`src/rtl/loader_pkg.sv`:
```
// Shared definitions for the boot-time instruction loader: default widths,
// FSM state encoding and the bytes-per-word helper.
package loader_pkg;

  localparam int DATA_WIDTH_DEF = 32;
  localparam int BYTE_WIDTH_DEF = 8;
  localparam int DEPTH_DEF      = 100;
  localparam int ADDR_WIDTH_DEF = 7;

  function automatic int bytes_per_word(input int data_width, input int byte_width);
    return data_width / byte_width;
  endfunction

  localparam int BYTES_PER_WORD = bytes_per_word(DATA_WIDTH_DEF, BYTE_WIDTH_DEF);

  typedef enum logic [1:0] {
    ST_IDLE  = 2'd0,
    ST_LOAD  = 2'd1,
    ST_WRITE = 2'd2,
    ST_DONE  = 2'd3
  } state_e;

endpackage

```
`src/rtl/instr_loader_if.sv`:
```
// Byte-stream valid/ready handshake between a program source (master) and
// the instruction loader (slave).
interface instr_loader_if
  import loader_pkg::*;
#(
  parameter int Byte_Width = BYTE_WIDTH_DEF
);

  logic [Byte_Width-1:0] Byte_In;
  logic                  Byte_Valid;
  logic                  Byte_Last;
  logic                  Byte_Ready;

  modport master (
    output Byte_In,
    output Byte_Valid,
    output Byte_Last,
    input  Byte_Ready
  );

  modport slave (
    input  Byte_In,
    input  Byte_Valid,
    input  Byte_Last,
    output Byte_Ready
  );

endinterface

```
`src/rtl/byte_packer.sv`:
```
// Shift register plus byte counter: packs stream bytes MSB first into one
// word and flags the transfer that completes it.
module byte_packer
  import loader_pkg::*;
#(
  parameter int Data_Width = DATA_WIDTH_DEF,
  parameter int Byte_Width = BYTE_WIDTH_DEF
) (
  input  logic                  i_clk,
  input  logic                  i_rst,
  input  logic                  i_clear,
  input  logic                  i_shift,
  input  logic [Byte_Width-1:0] i_byte,
  output logic                  o_word_ready,
  output logic [Data_Width-1:0] o_word
);

  localparam int BPW = bytes_per_word(Data_Width, Byte_Width);
  localparam int CW  = (BPW > 1) ? $clog2(BPW) : 1;

  logic [CW-1:0]         r_cnt;
  logic [Data_Width-1:0] r_shift;
  logic                  w_last_byte;

  assign w_last_byte = (r_cnt == CW'(BPW - 1));

  // NOTE: sequential state uses non-blocking assignments only, so every
  // register samples the pre-edge values of its neighbours.
  always_ff @(posedge i_clk) begin
    if (i_rst) begin
      r_cnt   <= '0;
      r_shift <= '0;
    end else if (i_clear) begin
      r_cnt <= '0;
    end else if (i_shift) begin
      r_shift <= {r_shift[Data_Width-Byte_Width-1:0], i_byte};
      r_cnt   <= w_last_byte ? '0 : r_cnt + 1'b1;
    end
  end

  assign o_word_ready = i_shift && w_last_byte;
  assign o_word       = r_shift;

endmodule

```
`src/rtl/instr_loader.sv`:
```
// Boot loader: packs a byte stream into words, writes them to instruction
// memory and holds the core in reset until the program is fully loaded.
module instr_loader
  import loader_pkg::*;
#(
  parameter int Data_Width = DATA_WIDTH_DEF,
  parameter int Byte_Width = BYTE_WIDTH_DEF,
  parameter int Depth      = DEPTH_DEF,
  parameter int Addr_Width = ADDR_WIDTH_DEF
) (
  input  logic                  CLK,
  input  logic                  RST,
  input  logic                  Start,
  instr_loader_if.slave         byte_if,
  output logic                  IM_WE,
  output logic [Addr_Width-1:0] IM_WA,
  output logic [Data_Width-1:0] IM_WD,
  output logic                  CPU_RST,
  output logic                  Done,
  output logic                  Error,
  output logic [Addr_Width-1:0] Word_Count
);

  state_e                r_state;
  logic [Addr_Width-1:0] r_word_count;
  logic                  r_error;
  logic                  r_last;

  logic                  w_xfer;
  logic                  w_clear;
  logic                  w_word_ready;
  logic [Data_Width-1:0] w_word;

  assign w_xfer  = (r_state == ST_LOAD) && byte_if.Byte_Valid;
  assign w_clear = ((r_state == ST_IDLE) || (r_state == ST_DONE)) && Start;

  byte_packer #(
    .Data_Width (Data_Width),
    .Byte_Width (Byte_Width)
  ) u_packer (
    .i_clk        (CLK),
    .i_rst        (RST),
    .i_clear      (w_clear),
    .i_shift      (w_xfer),
    .i_byte       (byte_if.Byte_In),
    .o_word_ready (w_word_ready),
    .o_word       (w_word)
  );

  always_ff @(posedge CLK) begin
    if (RST) begin
      r_state      <= ST_IDLE;
      r_word_count <= '0;
      r_error      <= 1'b0;
      r_last       <= 1'b0;
    end else begin
      case (r_state)
        ST_IDLE, ST_DONE: begin
          if (Start) begin
            r_state      <= ST_LOAD;
            r_word_count <= '0;
            r_error      <= 1'b0;
            r_last       <= 1'b0;
          end
        end
        ST_LOAD: begin
          if (w_xfer) begin
            r_last <= byte_if.Byte_Last;
            if (w_word_ready) begin
              r_state <= ST_WRITE;
            end else if (byte_if.Byte_Last) begin
              // Program ended mid-word: drop the partial word.
              r_state <= ST_DONE;
              r_error <= 1'b1;
            end
          end
        end
        ST_WRITE: begin
          r_word_count <= r_word_count + 1'b1;
          if (r_last) begin
            r_state <= ST_DONE;
          end else if (r_word_count == Addr_Width'(Depth - 1)) begin
            r_state <= ST_DONE;
            r_error <= 1'b1;
          end else begin
            r_state <= ST_LOAD;
          end
        end
        default: r_state <= ST_IDLE;
      endcase
    end
  end

  // Outputs come straight from registers or the state register.
  assign byte_if.Byte_Ready = (r_state == ST_LOAD);
  assign IM_WE              = (r_state == ST_WRITE);
  assign IM_WA              = r_word_count;
  assign IM_WD              = w_word;
  assign CPU_RST            = (r_state != ST_DONE);
  assign Done               = (r_state == ST_DONE);
  assign Error              = r_error;
  assign Word_Count         = r_word_count;

endmodule

```
`src/flat_wrapper.sv`:
```
// flat-port wrapper written by rule: the top's interface ports become plain ports
module instr_loader_flat import loader_pkg::*;
#(
  parameter int Data_Width = DATA_WIDTH_DEF,
  parameter int Byte_Width = BYTE_WIDTH_DEF,
  parameter int Depth      = DEPTH_DEF,
  parameter int Addr_Width = ADDR_WIDTH_DEF
)
  (CLK, RST, Start, IM_WE, IM_WA, IM_WD, CPU_RST, Done, Error, Word_Count, byte_if_Byte_In, byte_if_Byte_Valid, byte_if_Byte_Last, byte_if_Byte_Ready);
  instr_loader_if #(.Byte_Width(Byte_Width)) byte_if_i ();
  input  logic CLK;
  input  logic RST;
  input  logic Start;
  output logic IM_WE;
  output logic [Addr_Width-1:0] IM_WA;
  output logic [Data_Width-1:0] IM_WD;
  output logic CPU_RST;
  output logic Done;
  output logic Error;
  output logic [Addr_Width-1:0] Word_Count;
  input wire logic [$bits(byte_if_i.Byte_In)-1:0] byte_if_Byte_In;
  input wire logic [$bits(byte_if_i.Byte_Valid)-1:0] byte_if_Byte_Valid;
  input wire logic [$bits(byte_if_i.Byte_Last)-1:0] byte_if_Byte_Last;
  output wire logic [$bits(byte_if_i.Byte_Ready)-1:0] byte_if_Byte_Ready;
  assign byte_if_i.Byte_In = byte_if_Byte_In;
  assign byte_if_i.Byte_Valid = byte_if_Byte_Valid;
  assign byte_if_i.Byte_Last = byte_if_Byte_Last;
  assign byte_if_Byte_Ready = byte_if_i.Byte_Ready;
  instr_loader #(.Data_Width(Data_Width), .Byte_Width(Byte_Width), .Depth(Depth), .Addr_Width(Addr_Width)) u_core (.CLK(CLK), .RST(RST), .Start(Start), .byte_if(byte_if_i), .IM_WE(IM_WE), .IM_WA(IM_WA), .IM_WD(IM_WD), .CPU_RST(CPU_RST), .Done(Done), .Error(Error), .Word_Count(Word_Count));
endmodule
```
`config.mk`:
```
export PLATFORM = sky130hd
export DESIGN_NAME = instr_loader_flat
export DESIGN_NICKNAME = d
export VERILOG_FILES = /design/src/rtl/loader_pkg.sv /design/src/rtl/instr_loader_if.sv /design/src/rtl/byte_packer.sv /design/src/rtl/instr_loader.sv /design/src/flat_wrapper.sv
export SDC_FILE = /design/constraint.sdc
export NUM_CORES = 1
export LEC_CHECK = 0
export ABC_CLOCK_PERIOD_IN_PS = 2320
export CAP_MARGIN = 20
export CORE_ASPECT_RATIO = 0.8
export CORE_MARGIN = 4
export CORE_UTILIZATION = 35
export DETAILED_ROUTE_END_ITERATION = 16
export PLACE_DENSITY = 0.68
export SYNTH_ARGS = -nofsm -noshare
export SYNTH_HDL_FRONTEND = slang
export SYNTH_HIERARCHICAL = 1
export SYNTH_SLANG_ARGS = --single-unit
```
`constraint.sdc`:
```
create_clock -name CLK -period 2.32 [get_ports CLK]
set_input_delay 0.464 -clock CLK [delete_from_list [all_inputs] [get_ports CLK]]
set_output_delay 0.464 -clock CLK [all_outputs]
set_load 0.005 [all_outputs]
```
Word-level counts from Yosys, hierarchy flattened
Index checks and enable logic that the tools add are counted.
Widths: inputs -> output; s select.
{ "totals": {"regBits": 45, "out_inout_bits": 51} }
{ "classes": {"add_sub_neg": 2, "n_eq_ne": 13, "mux": 19, "bitwise": 1, "reduce_logical": 14} }
{ "op_table": {"columns": ["operator", "count"], "rows": [
  ["$mux 2", 7],
  ["$pmux 7 s2", 1],
  ["$ne 2x2->1 const B", 5],
  ["$add 7x1->7 const B", 1],
  ["$eq 7x7->1 const B", 1],
  ["$mux 1", 7],
  ["$mux 7", 1],
  ["$eq 2x2->1 const B", 3],
  ["$pmux 2 s3", 1],
  ["$reduce_and 3->1", 2],
  ["$reduce_and 6->1", 1],
  ["$ne 2x1->1 const B", 2],
  ["$reduce_and 2->1", 2],
  ["$reduce_bool 2->1", 2],
  ["$reduce_or 2->1", 2],
  ["$logic_and 1x1->1", 3],
  ["$ne 3x2->1 const B", 1],
  ["$pmux 1 s3", 1],
  ["$add 2x1->2 const B", 1],
  ["$eq 2x1->1 const B", 1],
  ["$logic_not 2->1", 1],
  ["$pmux 1 s2", 1],
  ["$logic_or 1x1->1", 1],
  ["$not 1->1", 1]
]} }

Depth between registers and ports, before layout
{ "depth": {"ltp_word": 6, "depth_mapped": 9, "mapped_depth_nobuf": 8} }

By module
Netlist, hierarchy kept.
{ "by_module_without_submodules": {"columns": ["mod", "instances", "cells_each", "area_per_inst_um2", "seq_area_each_um2"], "rows": [
  ["byte_packer", 1, 150, 1218.7, 680.7],
  ["instr_loader", 1, 86, 670.6, 220.2]
]} }

Least setup slack after synthesis
Ideal clock, no wire load.
{ "synth_timing": {"kind": "reg-to-reg", "startpoint": "register u_core.r_state[0]", "endpoint": "register u_core.r_state[0]", "setup_time_ns": 0.086, "t_arrival_ns": 1.580, "slack_ns": 0.655, "path_stages_with_launch": 8, "path_cell_list": "dfxtp_1 -> ha_1 -> and2_1 -> and2_1 -> o21ai_0 -> a21oi_1 -> nor2_1 -> a211oi_1"} }
{ "synth_between": {"elab_chain_len": 6} }
{ "synth_rtl": {"columns": ["item", "line_no", "text"], "rows": [
  ["from (decl)", "instr_loader.sv:24", "state_e r_state;"],
  ["from (signal assigned)", "instr_loader.sv:52", "r_state <= ST_IDLE;"],
  ["from (signal assigned)", "instr_loader.sv:60", "r_state <= ST_LOAD;"],
  ["from (signal assigned)", "instr_loader.sv:70", "r_state <= ST_WRITE;"],
  ["$eq 2x1->1 *", null, null],
  ["net byte_if_Byte_Ready", "flat_wrapper.sv:24", "output wire logic [$bits(byte_if_i.Byte_Ready)-1:0] byte_if_Byte_Ready;"],
  ["$logic_and 1x1->1 *", "instr_loader.sv:34", "assign w_xfer = (r_state == ST_LOAD) && byte_if.Byte_Valid;"],
  ["net u_core.w_xfer", "instr_loader.sv:29", "logic w_xfer;"],
  ["$logic_and 1x1->1 *", "byte_packer.sv:41", "assign o_word_ready = i_shift && w_last_byte;"],
  ["net u_core.w_word_ready", "instr_loader.sv:31", "logic w_word_ready;"],
  ["$mux 2", "instr_loader.sv:69", "if (w_word_ready) begin"],
  ["$mux 2", "instr_loader.sv:67", "if (w_xfer) begin"],
  ["$pmux 2 s3", "instr_loader.sv:57", "case (r_state)"]
]} }
Mark *: on every way through the listed nets, which the timed path passes. The rest lies on a longest branch. The select of a mux whose other input is x is not followed.
A chain may end at the register's enable or synchronous reset.

Final worst setup path
{ "layout_timing": {"startpoint": "register u_core.r_state[1]", "endpoint": "output IM_WE"} }
{ "layout_between": {"elab_chain_len": 1} }
{ "layout_rtl": {"columns": ["item", "line_no", "text"], "rows": [
  ["$eq 2x2->1", "instr_loader.sv:96", "assign IM_WE = (r_state == ST_WRITE);"],
  ["to (decl)", "flat_wrapper.sv:14", "output logic IM_WE;"]
]} }
Every way passes these cells.

==> impl_results.html <==
<table>
<tr><th>Metric</th><th>Value</th></tr>
<tr><th colspan="2">Run</th></tr>
<tr><td>MaxCap Viol Count</td><td>0</td></tr>
<tr><th colspan="2">Timing</th></tr>
<tr><td>Setup_tns</td><td>0 ns</td></tr>
<tr><td>Final hold violation count</td><td>0</td></tr>
<tr><td>Worst-case headroom to the max-slew limit</td><td>61.0%</td></tr>
<tr><td>Setup repair after global routing missed its margin</td><td>false</td></tr>
<tr><td>Number of max-slew violations in the final report</td><td>0</td></tr>
<tr><td>Clock period minus worst slack</td><td>2.03 ns</td></tr>
<tr><td>Final cycle utilization of the critical path</td><td>87.6%</td></tr>
<tr><td>Setup ws final</td><td>0.287 ns</td></tr>
<tr><td>Max Clock Freq</td><td>492 MHz</td></tr>
<tr><td>Worst Tran Pin Value</td><td>0.578 ns</td></tr>
<tr><td>Setup-violating endpoint count in the final report</td><td>0</td></tr>
<tr><td>Clock Skew</td><td>0.00459 ns</td></tr>
<tr><th colspan="2">Global route</th></tr>
<tr><td>Global-route usage over all layers</td><td>13.4%</td></tr>
<tr><td>Wire length of the first global-routing pass</td><td>7140 um</td></tr>
<tr><td>Initial antenna violation count</td><td>0</td></tr>
<tr><td>Global-route track usage on met1</td><td>16.9%</td></tr>
<tr><td>Overflow left after global routing</td><td>0</td></tr>
<tr><td>Largest net degree at the start of global routing</td><td>33</td></tr>
<tr><td>Fraction of met3 tracks used by global routing</td><td>3.28%</td></tr>
<tr><td>Number of global-route vias before repair</td><td>1527</td></tr>
<tr><td>Global Route met2 Usage</td><td>23.0%</td></tr>
<tr><td>Highest-utilization routing layer at the global route stage</td><td>met2</td></tr>
<tr><th colspan="2">Synthesis</th></tr>
<tr><td>Syn Area/Cell</td><td>8.01 sq um</td></tr>
<tr><td>Yosys top cell area share</td><td>47.7%</td></tr>
<tr><td>Yosys warning count</td><td>6</td></tr>
<tr><td>Dominant synthesized flop cell</td><td>dfxtp_1</td></tr>
<tr><td>Cell area after technology mapping</td><td>1890 sq um</td></tr>
<tr><td>Synth top cells by count</td><td>nand2_1 (72), dfxtp_1 (45), a21oi_1 (39), buf_4 (8), nor2_1 (8)</td></tr>
<tr><td>Cells after synthesis</td><td>236</td></tr>
<tr><td>Net count of the mapped netlist</td><td>254</td></tr>
<tr><td>#FFs+latches synth</td><td>45</td></tr>
<tr><td>Count of cell types in the netlist</td><td>29</td></tr>
<tr><td>Leading area contributor after synthesis</td><td>dfxtp_1</td></tr>
<tr><td>Most common cell in the netlist</td><td>nand2_1</td></tr>
<tr><td>Most area-consuming cells after synthesis</td><td>dfxtp_1 (48%), nand2_1 (14%), a21oi_1 (10%), ha_1 (3.3%), buf_4 (3.2%)</td></tr>
<tr><td>Fraction of registers with async set/reset</td><td>0%</td></tr>
<tr><td>Post-synth EDFFs</td><td>0</td></tr>
<tr><td>Share of the yosys chip area belonging to registers</td><td>47.7%</td></tr>
<tr><th colspan="2">Route</th></tr>
<tr><td>DRC Markers</td><td>0</td></tr>
<tr><td>Iteration-0 DRC Markers</td><td>64</td></tr>
<tr><td>Via count of the routed design</td><td>1685</td></tr>
<tr><td>Count of nets left with antenna violations after detail routing</td><td>0</td></tr>
<tr><td>Drt first pass iters</td><td>4</td></tr>
<tr><td>Drt wl/cell</td><td>12.8 um</td></tr>
<tr><td>Wire length after detailed routing</td><td>4540 um</td></tr>
<tr><td>Via density</td><td>4.73</td></tr>
<tr><th colspan="2">Place</th></tr>
<tr><td>Placed wire-length estimate after detailed placement</td><td>3290 um</td></tr>
<tr><td>Worst slack at placement</td><td>0.195 ns</td></tr>
<tr><td>IO Port Bufs</td><td>63</td></tr>
<tr><td>Last weighted congestion value of the routability-driven placer</td><td>0.833</td></tr>
<tr><th colspan="2">Power</th></tr>
<tr><td>Power density cells</td><td>745 nW/um^2</td></tr>
<tr><td>Highest ir drop seen on vdd</td><td>0.000322 V</td></tr>
<tr><td>Cell leakage power</td><td>0.000894 uW</td></tr>
<tr><th colspan="2">Worst setup path</th></tr>
<tr><td>Buffers &amp; Inverters on Critical Path</td><td>1</td></tr>
<tr><td>Register-to-Register Setup Slack</td><td>0.43 ns</td></tr>
<tr><td>CP Data Required Time</td><td>1.86 ns</td></tr>
<tr><td>Master of the slowest instance on the critical path</td><td>clkdlybuf4s50_1</td></tr>
<tr><td>Startpoint Class</td><td>register</td></tr>
<tr><td>Setup Crit Path Kind</td><td>register to output port</td></tr>
<tr><td>Sort of element at the end of the critical path</td><td>output port</td></tr>
<tr><td>Cell chain of the critical path</td><td>ha_1, clkdlybuf4s50_1</td></tr>
<tr><td>Crit path max fanout</td><td>9</td></tr>
<tr><td>Worst endpoint data arrival time</td><td>1.57 ns</td></tr>
<tr><td>Stage delay of the slowest cell on the critical path</td><td>0.56 ns</td></tr>
<tr><td>Category of cells accounting for the largest share of critical-path delay</td><td>buffers and inverters</td></tr>
<tr><th colspan="2">Final layout</th></tr>
<tr><td>Layout Nets</td><td>311</td></tr>
<tr><td>Fillcell total</td><td>518</td></tr>
<tr><td>Layout cells sized above 1</td><td>5.10%</td></tr>
<tr><td>Area growth syn-to-layout</td><td>38.1%</td></tr>
<tr><td>Post-Route Utilization</td><td>51.0%</td></tr>
<tr><td>Diodes inserted</td><td>0</td></tr>
<tr><th colspan="2">Die</th></tr>
<tr><td>Area of the die</td><td>6650 sq um</td></tr>
<tr><td>Die span in y</td><td>73.7 um</td></tr>
<tr><td>Placeable core region</td><td>5120 sq um</td></tr>
<tr><td>Count of boundary I/O pins</td><td>64</td></tr>
<tr><td>Standard-cell rows</td><td>23</td></tr>
<tr><td>Effective utilization at floorplan</td><td>36.9%</td></tr>
<tr><td>Horizontal extent of the die</td><td>90.1 um</td></tr>
<tr><th colspan="2">CTS</th></tr>
<tr><td>Hold Buf Count CTS</td><td>0</td></tr>
<tr><td>CTS tree</td><td>built</td></tr>
<tr><td>Number of buffers on the longest clock path</td><td>2</td></tr>
<tr><td>Clock latency on the worst-skew pair</td><td>0.28 ns</td></tr>
<tr><td>Clock tree root buffer cell</td><td>clkbuf_8</td></tr>
<tr><td>Post-CTS Setup Bufs</td><td>0</td></tr>
<tr><td>CTS clk-pin slew, worst paths</td><td>0.08 ns</td></tr>
<tr><td>Number of clock buffers inserted by TritonCTS</td><td>5</td></tr>
<tr><td>Number of sinks on the clock net</td><td>45</td></tr>
<tr><td>Number of cells upsized or downsized after cts</td><td>0</td></tr>
<tr><td>Total number of H-tree levels</td><td>2</td></tr>
<tr><th colspan="2">Status</th></tr>
<tr><td>Run status</td><td>completed</td></tr>
<tr><th colspan="2">Min path</th></tr>
<tr><td>Kind of path behind the tightest hold check</td><td>register to register</td></tr>
</table>
per-layer routing:
| layer | wire length, um | part of all wire (%) |
|---|---|---|
| met1 | 2210 | 49 |
| met2 | 2140 | 47 |
| met3 | 154 | 3.4 |
| met4 | 36 | 0.79 |
| met5 | 0 | 0 |
power breakdown:
part	switching (uW)	leakage [uW]	internal, uW
clock	247	0.0000450	209
sequential	47.5	0.000364	823
combinational	328	0.000486	289
area by class of cell:
type / count / area [sq um] / area share (%)
Sequential cell: 45 / 901 / 34.5
Timing Repair Buffer: 69 / 688 / 26.4
Multi-Input combinational cell: 166 / 838 / 32.1
Tap cell: 62 / 77.6 / 2.97
Clock buffer: 6 / 72.6 / 2.78
Clock inverter: 2 / 10.0 / 0.384
Inverter: 6 / 22.5 / 0.863
final timing paths:
check | end | start | depth (start not counted)
max | IM_WE | u_core/r_state[1]$_SDFFE_PP0P_ | 2
min | u_core/u_packer/o_word[31]$_SDFFE_PP0P_ | u_core/u_packer/o_word[31]$_SDFFE_PP0P_ | 2
min reg2reg | u_core/u_packer/o_word[31]$_SDFFE_PP0P_ | u_core/u_packer/o_word[31]$_SDFFE_PP0P_ | 2
max reg2reg | u_core/r_state[0]$_SDFFE_PP0P_ | u_core/r_state[0]$_SDFFE_PP0P_ | 7
cells by family after synthesis:
family,synth area share (%)
xor gates and xnor gates,0.927
buffers and inverters,7.95
DFF,47.7
and+or+nand+nor,22.8
AOI/OAI and AO/OA,14.6
adders and majority gates,3.31
muxes,2.72
metrics by stage:
| stage | power (uW) | cell area (sq um) | cells | hold WS, ns |
|---|---|---|---|---|
| final | 1940 | 2610 | 356 | 0.455 |
| after global routing | 2060 | 2610 | 356 | 0.481 |
| after CTS | 1970 | 2610 | 356 | 0.460 |
| after detailed placement | 1500 | 2530 | 348 | 0.448 |
| after global placement | 1500 | 2530 | 348 | 0.443 |
| after floorplan | 1270 | 1890 | 236 | 0.453 |
flip-flops by register name, summed over array words and instances, names as in the netlist:
register                count
u_core/IM_WA                7
u_core/r_last               1
u_core/Error                1
u_core/u_packer/r_cnt       2
u_core/u_packer/o_word     32
u_core/r_state              2
cells in the final DEF, fill, tap and decap left out, types with 5 or more instances in the layout:
cell type,Yosys,layout
nor3_1,5,5
ha_1,5,5
clkbuf_8,0,5
o21ai_0,7,7
nand2_1,72,72
a21oi_1,39,39
clkdlybuf4s50_1,0,63
inv_1,6,6
nor2_1,8,8
dfxtp_1,45,45
buf_4,8,5
tightest hold or removal path, cell delays in order (launching register included):
cell,delay (ns)
dfxtp_1,0.31
nand2_1,0.05
a21oi_1,0.05
Note: power is estimated with default switching activity, not from simulation.
